===== config.mk =====
export PLATFORM = sky130hd
export DESIGN_NAME = key_debounce
export DESIGN_NICKNAME = d
export VERILOG_FILES = /design/src/rtl/key_debounce.sv
export SDC_FILE = /design/constraint.sdc
export NUM_CORES = 1
export LEC_CHECK = 0
export BUFFER_PORTS_ARGS = -buffer_cell sky130_fd_sc_hd__buf_2
export CAP_MARGIN = 30
export CORE_AREA = 8 8 82 84
export CTS_CLUSTER_SIZE = 30
export DETAILED_ROUTE_END_ITERATION = 12
export DIE_AREA = 0 0 90 92
export GPL_ROUTABILITY_DRIVEN = 0
export PLACE_DENSITY_LB_ADDON = 0.05
export SYNTH_ARGS = -nofsm -noshare
export SYNTH_HDL_FRONTEND = slang
export SYNTH_SLANG_ARGS = --single-unit

===== constraint.sdc =====
create_clock -name clk -period 5.4 [get_ports clk]
set_input_delay 1.08 -clock clk [delete_from_list [all_inputs] [get_ports clk]]
set_output_delay 1.08 -clock clk [all_outputs]
set_load 0.02 [all_outputs]

===== src/rtl/key_debounce.sv =====
// rtl/key_debounce.sv - synchronised, debounced pushbutton with press/release/long-press events
//
// Ports:
//   clk          system clock
//   rst          synchronous, active-high reset
//   key_in       raw asynchronous button pin (polarity set by ACTIVE_LOW)
//   key_level    debounced level, 1 = pressed
//   key_press    one-cycle pulse on an accepted press
//   key_release  one-cycle pulse on an accepted release
//   key_long     one-cycle pulse, once per press, LONG_CYCLES after the press is accepted
//   press_cnt    accepted-press count, wraps 7 -> 0
module key_debounce #(
  parameter int DEBOUNCE_CYCLES = 1000000,
  parameter int LONG_CYCLES     = 50000000,
  parameter bit ACTIVE_LOW      = 1'b1
) (
  input  logic       clk,
  input  logic       rst,
  input  logic       key_in,
  output logic       key_level,
  output logic       key_press,
  output logic       key_release,
  output logic       key_long,
  output logic [2:0] press_cnt
);

  localparam int DBC_W  = (DEBOUNCE_CYCLES > 1) ? $clog2(DEBOUNCE_CYCLES) : 1;
  localparam int LONG_W = (LONG_CYCLES > 1) ? $clog2(LONG_CYCLES) : 1;
  localparam logic [DBC_W-1:0]  DBC_LAST  = DBC_W'(DEBOUNCE_CYCLES - 1);
  localparam logic [LONG_W-1:0] LONG_LAST = LONG_W'(LONG_CYCLES - 1);

  typedef enum logic [1:0] {
    IDLE           = 2'd0,
    PRESS_FILTER   = 2'd1,
    HELD           = 2'd2,
    RELEASE_FILTER = 2'd3
  } state_t;

  state_t            r_state;
  logic              r_sync1;
  logic              r_sync2;
  logic [DBC_W-1:0]  r_dbc_cnt;
  logic [LONG_W-1:0] r_long_cnt;
  logic              r_long_done;

  logic w_s;
  logic w_dbc_done;
  logic w_long_hit;
  logic w_rel_accept;

  // Normalised sample: 1 means pressed regardless of button polarity.
  assign w_s          = r_sync2 ^ ACTIVE_LOW;
  assign w_dbc_done   = (r_dbc_cnt == DBC_LAST);
  assign w_long_hit   = !r_long_done && (r_long_cnt == LONG_LAST);
  assign w_rel_accept = (r_state == RELEASE_FILTER) && !w_s && w_dbc_done;

  always_ff @(posedge clk) begin
    if (rst) begin
      r_sync1     <= ACTIVE_LOW;
      r_sync2     <= ACTIVE_LOW;
      r_state     <= IDLE;
      r_dbc_cnt   <= '0;
      r_long_cnt  <= '0;
      r_long_done <= 1'b0;
      key_level   <= 1'b0;
      key_press   <= 1'b0;
      key_release <= 1'b0;
      key_long    <= 1'b0;
      press_cnt   <= 3'd0;
    end else begin
      r_sync1     <= key_in;
      r_sync2     <= r_sync1;
      key_press   <= 1'b0;
      key_release <= 1'b0;
      key_long    <= 1'b0;

      // Long-press timer runs through HELD and RELEASE_FILTER so a release
      // glitch does not restart it. It is skipped on the edge that accepts a
      // release, which keeps key_long and key_release from ever coinciding.
      if ((r_state == HELD || r_state == RELEASE_FILTER) && !w_rel_accept) begin
        if (w_long_hit) begin
          key_long    <= 1'b1;
          r_long_done <= 1'b1;
        end else if (!r_long_done) begin
          r_long_cnt <= r_long_cnt + 1'b1;
        end
      end

      case (r_state)
        IDLE: begin
          if (w_s) begin
            r_state   <= PRESS_FILTER;
            r_dbc_cnt <= '0;
          end
        end
        PRESS_FILTER: begin
          if (!w_s) begin
            r_state <= IDLE;
          end else if (w_dbc_done) begin
            r_state     <= HELD;
            key_level   <= 1'b1;
            key_press   <= 1'b1;
            press_cnt   <= press_cnt + 3'd1;
            r_long_cnt  <= '0;
            r_long_done <= 1'b0;
          end else begin
            r_dbc_cnt <= r_dbc_cnt + 1'b1;
          end
        end
        HELD: begin
          if (!w_s) begin
            r_state   <= RELEASE_FILTER;
            r_dbc_cnt <= '0;
          end
        end
        RELEASE_FILTER: begin
          if (w_s) begin
            r_state <= HELD;
          end else if (w_dbc_done) begin
            r_state     <= IDLE;
            key_level   <= 1'b0;
            key_release <= 1'b1;
          end else begin
            r_dbc_cnt <= r_dbc_cnt + 1'b1;
          end
        end
        default: begin
          r_state   <= IDLE;
          key_level <= 1'b0;
        end
      endcase
    end
  end

endmodule


* Word level (Yosys, flattened, before mapping)
Cells that the tools add are included.
** Cells by class
- Multipliers :: 0
- Muxes and demuxes :: 31
- Reduce and logical (&&, ||, !) cells :: 16
- Eq/ne operators :: 13
- $add $sub $neg :: 3
- Bitwise operators :: 4
- Magnitude comparators :: 0
- Div/mod/pow operators :: 0
- Shift operators :: 0
** Operator list (number)
- $mux 26 :: 6
- $mux 20 :: 5
- $pmux 20 s4 :: 1
- $add 26x1->26 const B :: 1
- $eq 26x26->1 const B :: 1
- $add 20x1->20 const B :: 1
- $eq 20x20->1 const B :: 1
- $mux 2 :: 6
- $ne 2x2->1 const B :: 6
- $mux 1 :: 11
- $pmux 2 s4 :: 1
- $reduce_and 4->1 :: 2
- $ne 3x3->1 const B :: 2
- $reduce_or 3->1 :: 2
- $reduce_and 5->1 :: 1
- $eq 2x2->1 const B :: 2
- $logic_and 1x1->1 :: 4
- $not 1->1 :: 4
- $add 3x1->3 const B :: 1
- $reduce_and 3->1 :: 1
- $eq 2x1->1 const B :: 1
- $logic_not 1->1 :: 2
- $logic_not 2->1 :: 1
- $pmux 1 s2 :: 1
- 3 further kinds :: 3
** Word-level totals
- RAM bits :: 0
- Input port bits :: 3
- Latch bits :: 0
- Logic and storage cells :: 78
- Memory bits (read-only) :: 0
- Bits in registers :: 58
- Output and inout bits :: 7
- Memories :: 0

* Longest topological paths before layout
- Word-level depth :: 9
- Mapped depth :: 8

* Worst setup path before layout
Ideal clock, no wire load.
- Path type :: register to register
- From :: register r_long_cnt[7]
- To :: register key_long
- Arrival :: 2.024 ns
- Slack :: 3.289 ns
- Buffers on the path :: 0
- Cell stages (with the launch flop) :: 5
- Setup time :: 0.087 ns
- Period minus slack after synthesis :: 2.111 ns
- Path through :: dfxtp_1 > or4_1 > or4_4 > or4_1 > nor4b_2
** On the way
- Word-level cells in the longest chain between the ends :: 3
** RTL lines
- from (decl) :: line 43 : logic [LONG_W-1:0] r_long_cnt;
- from (signal assigned) :: line 85 : r_long_cnt <= r_long_cnt + 1'b1;
- $eq 26x26->1 :: line 54 : assign w_long_hit = !r_long_done && (r_long_cnt == LONG_LAST);
- $logic_and 1x1->1 :: line 54
- $mux 1 :: line 81 : if (w_long_hit) begin
- to (signal assigned) :: line 68 : key_long <= 1'b0;
- to (signal assigned) :: line 75 : key_long <= 1'b0;
- to (signal assigned) :: line 82 : key_long <= 1'b1;
- to (decl) :: line 23 : output logic key_long,
Every way passes these cells.
A chain may end at the register's enable or synchronous reset.

* Worst setup path after layout
- From :: register r_dbc_cnt[6]
- To :: register r_dbc_cnt[13]
** On the way
- Word-level cells in the longest chain between the ends :: 4
- Elaborated cells on any way between the ends :: 6
- Those cells by class :: add/sub (1); eq/ne (1); mux (4)
** RTL lines
- from (decl) :: line 42 : logic [DBC_W-1:0] r_dbc_cnt;
- from (signal assigned) :: line 107 : r_dbc_cnt <= r_dbc_cnt + 1'b1;
- from (signal assigned) :: line 124 : r_dbc_cnt <= r_dbc_cnt + 1'b1;
- $add 20x1->20 or $eq 20x20->1 (tied branches) :: line 107, 124, 53
- $mux 20 * :: line 99, 119
- $mux 20 (on tied branches) :: line 117, 97
- $pmux 20 s4 * :: line 89 : case (r_state)
Mark *: on every way between the ends. The rest lies on a longest branch, timed or not. The select of a mux whose other input is x is not followed.

==> impl_table.tex <==
\begin{tabular}{lr}
\hline
Metric & Value \\
\hline
\multicolumn{2}{l}{\textbf{Clock network}} \\
Clock latency at the later pin of the worst-skew pair & 0.33 ns \\
Resized cells post-CTS & 0 \\
Total number of clock tree sinks & between 50 and 60 \\
Post-CTS clock slew at the launch and capture registers of the worst setup and hold paths & 0.07 ns \\
Cts bufs inserted & 9 \\
Maximum buffer depth of the clock tree & 2 \\
CTS root buffer & sky130\_fd\_sc\_hd\_\_clkbuf\_8 \\
CTS tree & done \\
H-tree Lvls & 3 \\
Setup bufs post-CTS & 0 \\
Number of buffers added to fix hold violations after cts & 0 \\
\multicolumn{2}{l}{\textbf{Drt}} \\
Detailed-route vias per instance & $\sim$6.2 \\
First-pass iteration count of the detailed router & 4 \\
Detailed router's first-iteration violation count & 131 \\
Via count & about 2.7k \\
Routed wire length & 6.64 mm \\
Number of routed nets with antenna violations & 0 \\
Count of unresolved DRC violations after routing & 0 \\
Final routed wire length divided by cell count & around 15 um \\
\multicolumn{2}{l}{\textbf{Timing}} \\
Total Neg Setup Slack & 0 ns \\
Number of max-slew violations in the final report & 0 \\
Final period utilization & 0.538 \\
Post-Route Hold Slack & about 0.41 ns \\
Fin. Hold Viols & 0 \\
RSZ-0062 raised after global routing & false \\
Slew of the pin with the lowest slew margin & 0.872 ns \\
Max-Slew Margin vs Limit & 0.414 \\
Setup slack of the critical path after layout & $\sim$2.5 ns \\
Largest clock skew in the final design & around 0.011 ns \\
Fin crit period & roughly 2.9 ns \\
Count of final setup violators & 0 \\
Achievable frequency & approximately 340 MHz \\
\multicolumn{2}{l}{\textbf{Finish}} \\
Area added between synthesis and finish & 9.78\% \\
Post-Layout Cell Count & $\sim$440 \\
Footprint of the multi-input gates & between 1500 and 2000 sq um \\
Number of nets in the layout & 365 \\
Area of all sequential standard cells & $\sim$1200 sq um \\
\# diodes & 0 \\
Filler Cell Count & around 530 \\
Fraction of final layout cells sized beyond drive strength 1 & 0.0879 \\
\multicolumn{2}{l}{\textbf{Hold path}} \\
Hold crit path type & reg2reg \\
\multicolumn{2}{l}{\textbf{Yosys}} \\
Yosys warning count & 0 \\
Post-synthesis simple-gate area fraction & 0.328 \\
Main combinational cell family by area after synthesis & simple AND/OR/NAND/NOR gates \\
Synthesized area per cell & between 8 and 9 sq um \\
Xor-xnor portion of the synthesized cell area & 0.0417 \\
Number of standard cells after synthesis & approximately 360 \\
Number of flops mapped to enable cells by yosys & 0 \\
Synth async-reset ratio & 0 \\
Netlist Area Pre-Place & 2940 sq um \\
Portion of netlist area occupied by mux cells & 0.00680 \\
Prevailing post-synth register cell & sky130\_fd\_sc\_hd\_\_dfxtp\_1 \\
Library cells used by synthesis & slightly above 40 \\
Compound-Gate Fraction of Synth Area & 0.179 \\
Number of storage elements in the synthesis netlist & just under 60 \\
Adder and majority gate portion of the synthesized area & 0.0128 \\
Number of nets produced by synthesis & approximately 360 \\
Part of the Yosys area used for sequential elements & 0.395 \\
\multicolumn{2}{l}{\textbf{Setup path}} \\
Kind of launch point of the worst setup path & flip-flop \\
Crit Path Class & reg2reg \\
Category of the worst setup path capture point & flip-flop \\
Data arrival, critical path & $\sim$3.2 ns \\
Worst endpoint required time & 5.66 ns \\
Cell with the largest stage delay on the worst path & sky130\_fd\_sc\_hd\_\_o211ai\_1 \\
Highest cell delay on the worst timing path & 0.93 ns \\
Cell Chain, Critical Path & nor4b\_1 > nand4\_1 > o211ai\_1 > o21ai\_0 > a21oi\_1 \\
Crit path max fanout & 14 \\
\multicolumn{2}{l}{\textbf{Die}} \\
Number of standard-cell rows in the floorplan & 27 \\
Die outline area & about 8300 sq um \\
Die Width & $\sim$90 um \\
Io pins & 10 \\
Die Y & between 90 and 100 um \\
Core outline area & $\sim$5400 sq um \\
Initial core utilization & 0.544 \\
\multicolumn{2}{l}{\textbf{Pwr}} \\
Overall power & 0.000884 W \\
Power density cells & roughly 270 nW/um\^{}2 \\
Worst supply voltage drop on vdd & roughly 220 uV \\
Static power due to leakage & slightly below 1 nW \\
\multicolumn{2}{l}{\textbf{Place}} \\
Placed cells & 420 \\
Half-perimeter wire length after detailed placement & approximately 4.5 mm \\
Worst slack after detailed placement & approximately 2.5 ns \\
Count of input and output buffers & 9 \\
\multicolumn{2}{l}{\textbf{GRT}} \\
Pin count of the biggest net entering global routing & 38 \\
Global-route wire length before repair & 11.6 mm \\
Total global routing overflow & 0 \\
Number of global-route vias before repair & about 2.6k \\
All-layer global routing usage & 0.167 \\
Initial antenna violation count & 0 \\
\multicolumn{2}{l}{\textbf{Outcome}} \\
Status & finished, final reports clean \\
\multicolumn{2}{l}{\textbf{Job}} \\
Max cap viols & 0 \\
\hline
\end{tabular}
[cells by family after synthesis]
group	Yosys count
compound gates	85
xor+xnor	14
fa+ha+maj	3
buf+inv	25
flops	58
mux	2
simple gates	170
[where the power goes]
part | switching, W | total, W | internal (W)
sequential | 0.00000214 | 0.000433 | 0.000430
clock | 0.000168 | 0.000432 | 0.000264
combinational | 0.0000140 | 0.0000192 | 0.00000516
[cell usage after synthesis (2+ instances only)]
cell	number	share of area
sky130_fd_sc_hd__and4_1	6	0.018
sky130_fd_sc_hd__buf_1	2	0.0026
sky130_fd_sc_hd__nand4_1	13	0.028
sky130_fd_sc_hd__nand3_1	23	0.039
sky130_fd_sc_hd__xor2_1	3	0.0089
sky130_fd_sc_hd__o31ai_1	13	0.033
sky130_fd_sc_hd__o2111ai_1	8	0.024
sky130_fd_sc_hd__nand2b_1	5	0.011
sky130_fd_sc_hd__nand4b_1	2	0.0060
sky130_fd_sc_hd__a21oi_1	32	0.054
sky130_fd_sc_hd__clkbuf_1	11	0.014
sky130_fd_sc_hd__o211ai_1	8	0.020
sky130_fd_sc_hd__and3_1	6	0.013
sky130_fd_sc_hd__inv_1	5	0.0064
sky130_fd_sc_hd__a21o_1	2	0.0051
sky130_fd_sc_hd__nor4_1	10	0.021
sky130_fd_sc_hd__and2_1	2	0.0043
sky130_fd_sc_hd__buf_4	2	0.0051
sky130_fd_sc_hd__or4_1	21	0.054
sky130_fd_sc_hd__ha_1	3	0.013
sky130_fd_sc_hd__dfxtp_1	58	0.39
sky130_fd_sc_hd__nor4b_1	2	0.0060
sky130_fd_sc_hd__nor3_1	8	0.014
sky130_fd_sc_hd__or3_1	13	0.028
sky130_fd_sc_hd__o21ai_0	7	0.012
sky130_fd_sc_hd__xnor2_1	11	0.033
sky130_fd_sc_hd__nor2_1	25	0.032
sky130_fd_sc_hd__mux2i_1	2	0.0068
sky130_fd_sc_hd__buf_2	5	0.0085
sky130_fd_sc_hd__nand2_1	27	0.034
sky130_fd_sc_hd__o21ai_1	11	0.019
sky130_fd_sc_hd__or2_2	2	0.0043
[metal layers]
metal,part of all wire,up-vias,track usage
met1,0.46,1272,0.188
li1,-,1369,-
met5,0,-,0
met3,0.034,10,0.0489
met2,0.49,42,0.288
met4,0.015,0,0.0735
[worst paths after layout]
| kind | from | to | slack, ns | depth (start not counted) |
|---|---|---|---|---|
| setup / recovery | r_dbc_cnt[6]$_SDFFE_PP0P_ | r_dbc_cnt[13]$_SDFFE_PP0P_ | 2.49 | 5 |
| hold / removal | r_sync1$_SDFF_PP1_ | r_sync2$_SDFF_PP1_ | 0.41 | 1 |
| setup reg to reg | r_dbc_cnt[6]$_SDFFE_PP0P_ | r_dbc_cnt[13]$_SDFFE_PP0P_ | 2.49 | 5 |
| hold reg to reg | r_sync1$_SDFF_PP1_ | r_sync2$_SDFF_PP1_ | 0.41 | 1 |
[critical path: cells and delay by family (launching register included)]
kind | cells | cell delay, ns
simple gates | 2 | 1.17
compound gates | 3 | 1.29
flops | 1 | 0.37
[layout make-up]
class,count,share of cell area
Sequential cell,58,0.359
Tap cell,72,0.0279
Inverter,5,0.00581
Clock inverter,1,0.00930
Clock buffer,15,0.0577
Timing Repair Buffer,11,0.0209
Multi-Input combinational cell,274,0.519
[cells in the final DEF (no fill, tap or decap), types with 2 or more instances in the layout]
master	netlist	final
sky130_fd_sc_hd__o21ai_0	7	7
sky130_fd_sc_hd__xor2_1	3	3
sky130_fd_sc_hd__nand4_1	13	13
sky130_fd_sc_hd__clkbuf_8	0	13
sky130_fd_sc_hd__nand4b_1	2	2
sky130_fd_sc_hd__nand3_1	23	23
sky130_fd_sc_hd__or4_1	21	21
sky130_fd_sc_hd__nor2_1	25	24
sky130_fd_sc_hd__nor3_1	8	8
sky130_fd_sc_hd__o21ai_1	11	11
sky130_fd_sc_hd__xnor2_1	11	11
sky130_fd_sc_hd__o2111ai_1	8	8
sky130_fd_sc_hd__ha_1	3	3
sky130_fd_sc_hd__nor4b_1	2	2
sky130_fd_sc_hd__a21oi_1	32	32
sky130_fd_sc_hd__mux2i_1	2	2
sky130_fd_sc_hd__a21o_1	2	2
sky130_fd_sc_hd__and4_1	6	6
sky130_fd_sc_hd__dfxtp_1	58	58
sky130_fd_sc_hd__nand2_1	27	27
sky130_fd_sc_hd__or3_1	13	13
sky130_fd_sc_hd__inv_1	5	5
sky130_fd_sc_hd__buf_2	5	9
sky130_fd_sc_hd__and3_1	6	6
sky130_fd_sc_hd__o211ai_1	8	8
sky130_fd_sc_hd__clkbuf_1	11	2
sky130_fd_sc_hd__nor4_1	10	10
sky130_fd_sc_hd__or2_2	2	2
sky130_fd_sc_hd__and2_1	2	2
sky130_fd_sc_hd__nand2b_1	5	5
sky130_fd_sc_hd__o31ai_1	13	13
[flip-flops by register name, summed over array words and instances (netlist names), named ones only]
| register | flops |
|---|---|
| press_cnt | 3 |
| r_sync2 | 1 |
| r_long_cnt | 26 |
| key_long | 1 |
| r_state | 1 |
| r_sync1 | 1 |
| key_release | 1 |
| key_press | 1 |
| key_level | 1 |
| r_long_done | 1 |
| r_dbc_cnt | 20 |
[through the flow]
stage	cell area, sq um	utilization
after global placement	3000	0.555
after CTS	3230	0.598
after global routing	3230	0.598
after floorplan	2940	-
after detailed placement	3010	0.558
final	3230	0.598
Power figures use the tool's default switching activity.
